===== src/rtl/cpu_regs_pkg.sv =====
// Shared CPU register-block definitions: operation codes and register indices
// used by the index register bank and the blocks that will reuse it.
package cpu_regs_pkg;

    typedef enum logic [2:0] {
        NOP  = 3'd0,
        LOAD = 3'd1,
        INC  = 3'd2,
        DEC  = 3'd3,
        XFER = 3'd4
    } reg_op_t;

    localparam int REG_X = 0;
    localparam int REG_Y = 1;

endpackage


===== src/rtl/index_reg_file_if.sv =====
// System-bus / sequencer side of the index register bank.
// The master is the sequencer and bus mux; the slave is the register file.
interface index_reg_file_if #(
    parameter int WIDTH = 8,
    parameter int SEL_W = 1
);
    logic [WIDTH-1:0] systemBus_IN;
    logic [2:0]       op_IN;
    logic             opValid_EN;
    logic [SEL_W-1:0] dstSel_IN;
    logic [SEL_W-1:0] srcSel_IN;
    logic             systemBusWrite_EN;
    logic [SEL_W-1:0] rdSel_IN;
    logic [WIDTH-1:0] systemBus_OUT;
    logic             systemBusDrive_OUT;
    logic             flagN_OUT;
    logic             flagZ_OUT;
    logic             flagsUpdate_OUT;
    logic             selError_OUT;

    modport master (
        output systemBus_IN, op_IN, opValid_EN, dstSel_IN, srcSel_IN,
               systemBusWrite_EN, rdSel_IN,
        input  systemBus_OUT, systemBusDrive_OUT, flagN_OUT, flagZ_OUT,
               flagsUpdate_OUT, selError_OUT
    );

    modport slave (
        input  systemBus_IN, op_IN, opValid_EN, dstSel_IN, srcSel_IN,
               systemBusWrite_EN, rdSel_IN,
        output systemBus_OUT, systemBusDrive_OUT, flagN_OUT, flagZ_OUT,
               flagsUpdate_OUT, selError_OUT
    );
endinterface


===== src/rtl/nz_flag_gen.sv =====
// Combinational negative/zero flag generator for a WIDTH-bit result.
module nz_flag_gen #(
    parameter int WIDTH = 8
) (
    input  logic [WIDTH-1:0] value,
    output logic             n,
    output logic             z
);
    assign n = value[WIDTH-1];
    assign z = (value == '0);
endmodule


===== src/rtl/index_reg_file.sv =====
// Bank of NUM_REGS index registers with load/inc/dec/transfer and N/Z flags.
// One operation per cycle, results and flags registered on the rising edge.
module index_reg_file
    import cpu_regs_pkg::*;
#(
    parameter int WIDTH    = 8,
    parameter int NUM_REGS = 2,
    parameter int SEL_W    = (NUM_REGS > 1) ? $clog2(NUM_REGS) : 1
) (
    input  logic clk,
    input  logic rst,
    index_reg_file_if.slave bus
);
    // Array spans the whole select space so any select indexes it safely;
    // entries at or above NUM_REGS are never written and stay zero.
    localparam int unsigned DEPTH = 2 ** SEL_W;
    localparam logic [WIDTH-1:0] ONE = WIDTH'(1);

    logic [WIDTH-1:0] regs [DEPTH];
    logic [WIDTH-1:0] result;
    logic             do_write;
    logic             sel_err;
    logic             dst_ok;
    logic             src_ok;
    logic             rd_ok;
    logic             res_n;
    logic             res_z;
    logic             flag_n;
    logic             flag_z;
    logic             flags_upd;
    logic             sel_err_q;
    reg_op_t          op;

    assign op     = reg_op_t'(bus.op_IN);
    assign dst_ok = int'(32'(bus.dstSel_IN)) < NUM_REGS;
    assign src_ok = int'(32'(bus.srcSel_IN)) < NUM_REGS;
    assign rd_ok  = int'(32'(bus.rdSel_IN)) < NUM_REGS;

    always_comb begin
        result   = '0;
        do_write = 1'b0;
        sel_err  = 1'b0;
        if (bus.opValid_EN) begin
            case (op)
                NOP: do_write = 1'b0;
                LOAD: begin
                    result   = bus.systemBus_IN;
                    do_write = dst_ok;
                    sel_err  = !dst_ok;
                end
                INC: begin
                    result   = regs[bus.dstSel_IN] + ONE;
                    do_write = dst_ok;
                    sel_err  = !dst_ok;
                end
                DEC: begin
                    result   = regs[bus.dstSel_IN] - ONE;
                    do_write = dst_ok;
                    sel_err  = !dst_ok;
                end
                XFER: begin
                    result   = regs[bus.srcSel_IN];
                    do_write = dst_ok && src_ok;
                    sel_err  = !(dst_ok && src_ok);
                end
                default: sel_err = 1'b1;
            endcase
        end
    end

    nz_flag_gen #(.WIDTH(WIDTH)) u_nz (
        .value (result),
        .n     (res_n),
        .z     (res_z)
    );

    always_ff @(posedge clk or posedge rst) begin
        if (rst) begin
            for (int unsigned i = 0; i < DEPTH; i++) begin
                regs[i] <= '0;
            end
            flag_n    <= 1'b0;
            flag_z    <= 1'b0;
            flags_upd <= 1'b0;
            sel_err_q <= 1'b0;
        end else begin
            flags_upd <= do_write;
            sel_err_q <= sel_err;
            if (do_write) begin
                regs[bus.dstSel_IN] <= result;
                flag_n              <= res_n;
                flag_z              <= res_z;
            end
        end
    end

    assign bus.systemBus_OUT      = (bus.systemBusWrite_EN && rd_ok) ? regs[bus.rdSel_IN] : '0;
    assign bus.systemBusDrive_OUT = bus.systemBusWrite_EN && rd_ok;
    assign bus.flagN_OUT          = flag_n;
    assign bus.flagZ_OUT          = flag_z;
    assign bus.flagsUpdate_OUT    = flags_upd;
    assign bus.selError_OUT       = sel_err_q;

endmodule


===== src/flat_wrapper.sv =====
// flat-port wrapper written by rule: the top's interface ports become plain ports
module index_reg_file_flat import cpu_regs_pkg::*;
#(
    parameter int WIDTH    = 8,
    parameter int NUM_REGS = 2,
    parameter int SEL_W    = (NUM_REGS > 1) ? $clog2(NUM_REGS) : 1
)
  (clk, rst, bus_systemBus_IN, bus_op_IN, bus_opValid_EN, bus_dstSel_IN, bus_srcSel_IN, bus_systemBusWrite_EN, bus_rdSel_IN, bus_systemBus_OUT, bus_systemBusDrive_OUT, bus_flagN_OUT, bus_flagZ_OUT, bus_flagsUpdate_OUT, bus_selError_OUT);
  index_reg_file_if #(.WIDTH(WIDTH), .SEL_W(SEL_W)) bus_i ();
  input  logic clk;
  input  logic rst;
  input wire logic [$bits(bus_i.systemBus_IN)-1:0] bus_systemBus_IN;
  input wire logic [$bits(bus_i.op_IN)-1:0] bus_op_IN;
  input wire logic [$bits(bus_i.opValid_EN)-1:0] bus_opValid_EN;
  input wire logic [$bits(bus_i.dstSel_IN)-1:0] bus_dstSel_IN;
  input wire logic [$bits(bus_i.srcSel_IN)-1:0] bus_srcSel_IN;
  input wire logic [$bits(bus_i.systemBusWrite_EN)-1:0] bus_systemBusWrite_EN;
  input wire logic [$bits(bus_i.rdSel_IN)-1:0] bus_rdSel_IN;
  output wire logic [$bits(bus_i.systemBus_OUT)-1:0] bus_systemBus_OUT;
  output wire logic [$bits(bus_i.systemBusDrive_OUT)-1:0] bus_systemBusDrive_OUT;
  output wire logic [$bits(bus_i.flagN_OUT)-1:0] bus_flagN_OUT;
  output wire logic [$bits(bus_i.flagZ_OUT)-1:0] bus_flagZ_OUT;
  output wire logic [$bits(bus_i.flagsUpdate_OUT)-1:0] bus_flagsUpdate_OUT;
  output wire logic [$bits(bus_i.selError_OUT)-1:0] bus_selError_OUT;
  assign bus_i.systemBus_IN = bus_systemBus_IN;
  assign bus_i.op_IN = bus_op_IN;
  assign bus_i.opValid_EN = bus_opValid_EN;
  assign bus_i.dstSel_IN = bus_dstSel_IN;
  assign bus_i.srcSel_IN = bus_srcSel_IN;
  assign bus_i.systemBusWrite_EN = bus_systemBusWrite_EN;
  assign bus_i.rdSel_IN = bus_rdSel_IN;
  assign bus_systemBus_OUT = bus_i.systemBus_OUT;
  assign bus_systemBusDrive_OUT = bus_i.systemBusDrive_OUT;
  assign bus_flagN_OUT = bus_i.flagN_OUT;
  assign bus_flagZ_OUT = bus_i.flagZ_OUT;
  assign bus_flagsUpdate_OUT = bus_i.flagsUpdate_OUT;
  assign bus_selError_OUT = bus_i.selError_OUT;
  index_reg_file #(.WIDTH(WIDTH), .NUM_REGS(NUM_REGS), .SEL_W(SEL_W)) u_core (.clk(clk), .rst(rst), .bus(bus_i));
endmodule

===== config.mk =====
export PLATFORM = sky130hd
export DESIGN_NAME = index_reg_file_flat
export DESIGN_NICKNAME = d
export VERILOG_FILES = /design/src/rtl/cpu_regs_pkg.sv /design/src/rtl/index_reg_file_if.sv /design/src/rtl/nz_flag_gen.sv /design/src/rtl/index_reg_file.sv /design/src/flat_wrapper.sv
export SDC_FILE = /design/constraint.sdc
export NUM_CORES = 1
export LEC_CHECK = 0
export ABC_AREA = 1
export ABC_CLOCK_PERIOD_IN_PS = 2300
export BUFFER_PORTS_ARGS = -buffer_cell sky130_fd_sc_hd__buf_4
export CAP_MARGIN = 20
export CORE_AREA = 2 2 66 68
export CTS_CLUSTER_SIZE = 20
export DETAILED_ROUTE_END_ITERATION = 16
export DIE_AREA = 0 0 68 70
export HOLD_SLACK_MARGIN = 0.08
export MAX_ROUTING_LAYER = met4
export PLACE_DENSITY = 0.62
export SYNTH_ARGS = -nofsm -noshare
export SYNTH_HDL_FRONTEND = slang
export SYNTH_SLANG_ARGS = --single-unit

===== constraint.sdc =====
create_clock -name clk -period 2.3 [get_ports clk]
set_input_delay 0.115 -clock clk [delete_from_list [all_inputs] [get_ports clk]]
set_output_delay 0.115 -clock clk [all_outputs]
set_load 0.005 [all_outputs]

==> results.toml <==
[status]
status = "finished, final reports clean"

[global_route]
grt_pass1_vias = 1527
grt_pass1_wl_um = 7310
grt_overflow = 0
antenna_found_initial = 0
grtUsageTotal = 0.209
grt_start_max_net_pins = 21

[final_layout]
final_util = 0.468
multiInputGateArea_sq_um = 907
n_antenna_cell = 0
regArea_sq_um = 500
fin_area_sq_mm = 0.00194
nNetsFinal = 308
fillCellCount = 448
synthToLayoutAreaGrowth_pct = 23.8
drive_above_1_share = 0.163

[setup_path]
criticalPathCategory = "register to register"
crit_slowest_cell = "ha_1"
crit_path_start_kind = "register"
crit_chain = "inv_1 -> o21ai_0 -> ha_1 -> inv_1 -> nand2_1 -> nand3_1 -> nand3_1 -> nor2_1 -> nand2_1 -> nor2_1 -> nand3_1 -> nand2_1 -> nand2_1 -> nor2_1"
r2r_end = "u_core.bus.flagZ_OUT$_DFFE_PP0P_"
r2r_setup_slack_ps = 230
crit_top_cell = "nand2_1"
cp.arrival_ps = 2270
cp_slowest_stage_delay_ps = 360
timing.rr.start = "u_core.regs[10]$_DFFE_PP0P_"
worstPathMaxFanout = 5
required_ps = 2500
r2r_cells = 14
critPathCaptureType = "register"

[min_path]
worstHoldEndpoint = "u_core.bus.flagN_OUT$_DFFE_PP0P_"
min_path_cells = 3
min_path_type = "input port to register"
hp-start = "bus_opValid_EN"

[clocking]
numCtsBuffers = 3
cts_resized = 0
root_buffer = "clkbuf_8"
cts_max_path_buffers = 2
cts_tree = "yes"
post-cts-setup-buffers = 0
path_clk_slew_ps = 80
cts-htree-levels = 1
insertion_delay_ps = 260
clock_sinks = 20

[die]
die_area_sq_mm = 0.00476
fp.dieH_um = 70
rows = 24
design.core.area_sq_mm = 0.00414
die_w_um = 68
io_pins = 31
start_util = 0.378

[route]
drc_errors = 0
viasPerCell = 4.98
via_count = 1664
drtPass1Iterations = 4
avgRoutedWirePerCell_um = 13.2
ant_nets = 0
first_iter_violations = 109
totalWireLength_um = 4420

[timing]
slew_headroom = 0.454
worst_slew_pin_slew_ps = 818
clock_skew_ps = 0.664
max_freq_mhz = 483
rsz0062_at_grt = "false"
fin_setup_tns_ps = 0
finalMaxSlewViolations = 0
fin_crit_sh = 0.899
post-route-min-period_ps = 2070
setup_viol = 0
finalHoldViolations = 0

[pwr]
ir_drop_uv = 320
power.internal_uw = 830
power_density_mw_per_mm2 = 656
p_leak_uw = 0.00106
p_comb_frac = 0.346
p_clk_frac = 0.286
seqPwrFrac = 0.368
power.share.switching = 0.348
p_sw_uw = 443

[synthesis]
synth.top_cell.area_share = 0.319
synth.avg_cell_area_sq_um = 6.32
synth_edf_count = 0
synth_area_leaders = "dfrtp_1, nand2_1, o21ai_0"
syn-num-nets = 273
synth_warnings = 0
ys_top_cells_by_count = "nand2_1, inv_1, o21ai_0"
yosysTopAreaCell = "dfrtp_1"
ys_types = 25
synth_seq_cells = 20
syn_area_sq_mm = 0.00157
synth-seq-area-share = 0.319
post-synth-top-count-cell = "nand2_1"
synthArstFlopShare = 1.00
ys.flop_type = "dfrtp_1"
netlist_instances = 248

[placement]
dp.final_hpwl_um = 3470
dpl_cell_area_sq_mm = 0.00186
gp_congestion = 0.898
port-buffer-count = 30

[run]
maxCapViolations = 0
[worst max-delay path: cells and delay by family, from the launching register on]
kind / cells / cell delay [ps]
DFF: 1 / 350
AOI/OAI and AO/OA: 1 / 310
and+or+nand+nor: 10 / 840
buffers and inverters: 2 / 140
adders and majority gates: 1 / 360
[layer usage]
layer	part of all wire	track usage	wire (um)
met1	0.46	0.287	2020
met2	0.48	0.324	2140
met3	0.047	0.0242	209
met4	0.013	0.0600	58
met5	0	-	0
[placed cells by master (no fill, tap or decap)]
cell type,count
nor2_1,24
clkbuf_8,3
a21oi_1,16
dfrtp_1,20
ha_1,6
o21ai_0,27
o21ai_1,2
dlygate4sd3_1,1
nand3_2,1
a31oi_1,2
clkinv_1,1
inv_2,2
nor3_2,1
and3_1,1
nand2_2,4
a22oi_1,2
nand2_1,80
buf_4,34
nand3_1,15
a21o_1,1
inv_1,32
bufinv_16,1
fa_1,1
nand4_1,3
nand3b_1,1
xnor2_1,1
[final cells by class]
class / instances / share of cell area
multi-input combinational: 188 / 0.467
clock inverter: 1 / 0.0155
inverter: 35 / 0.0677
clock buffer: 3 / 0.0213
timing repair buffer: 35 / 0.137
tap: 52 / 0.0335
sequential: 20 / 0.258
[state kept, by name, indices dropped and copies added, names as in the netlist]
| signal | flops |
|---|---|
| u_core.regs | 16 |
| u_core.bus.flagN_OUT | 1 |
| u_core.bus.flagZ_OUT | 1 |
| u_core.bus.flagsUpdate_OUT | 1 |
| u_core.bus.selError_OUT | 1 |
[worst max-delay path by stage]
stage	cells after the start	startpoint	to	slack, ps
final	14	u_core.regs[10]$_DFFE_PP0P_	u_core.bus.flagZ_OUT$_DFFE_PP0P_	230
after global routing	15	u_core.regs[10]$_DFFE_PP0P_	u_core.bus.flagZ_OUT$_DFFE_PP0P_	100
after CTS	14	u_core.regs[10]$_DFFE_PP0P_	u_core.bus.flagZ_OUT$_DFFE_PP0P_	220
after detailed placement	14	u_core.regs[10]$_DFFE_PP0P_	u_core.bus.flagZ_OUT$_DFFE_PP0P_	240
after global placement	14	u_core.regs[10]$_DFFE_PP0P_	u_core.bus.flagZ_OUT$_DFFE_PP0P_	200
after floorplan	14	bus_op_IN[2]	u_core.bus.flagZ_OUT$_DFFE_PP0P_	370
[cell families (layout without fill, tap and decap cells)]
logic type	Yosys count	in the layout	synth area share
buffers and inverters	40	74	0.102
AOI/OAI and AO/OA	50	50	0.166
DFF	20	20	0.319
adders and majority gates	7	7	0.0607
xor gates and xnor gates	1	1	0.00559
and+or+nand+nor	130	130	0.346
[power groups by stage]
| stage | Combinational, uW | Sequential, uW | Clock (uW) |
|---|---|---|---|
| 3_5_place_dp | 439 | 475 | 0 |
| 6_report | 440 | 468 | 365 |
| 2_1_floorplan | 292 | 463 | 0 |
| 5_1_grt | 496 | 479 | 389 |
| 3_3_place_gp | 437 | 473 | 0 |
| 4_1_cts | 442 | 467 | 372 |
[stage by stage]
stage / cells / total power (uW) / setup WS, ps / hold WS [ps]
2_1_floorplan: 248 / 756 / 370 / 78.8
3_3_place_gp: 329 / 910 / 202 / 321
3_5_place_dp: 329 / 913 / 237 / 333
4_1_cts: 334 / 1280 / 220 / 132
5_1_grt: 334 / 1360 / 95.6 / 147
6_report: 334 / 1270 / 231 / 128
[repair_timing]
item / in CTS / in global routing
endpoints found under the hold margin: 20 / 0
endpoints found under the setup margin: 0 / 0
hold buffers: 1 / 0
No activity file was read; power rests on OpenSTA's default activity.
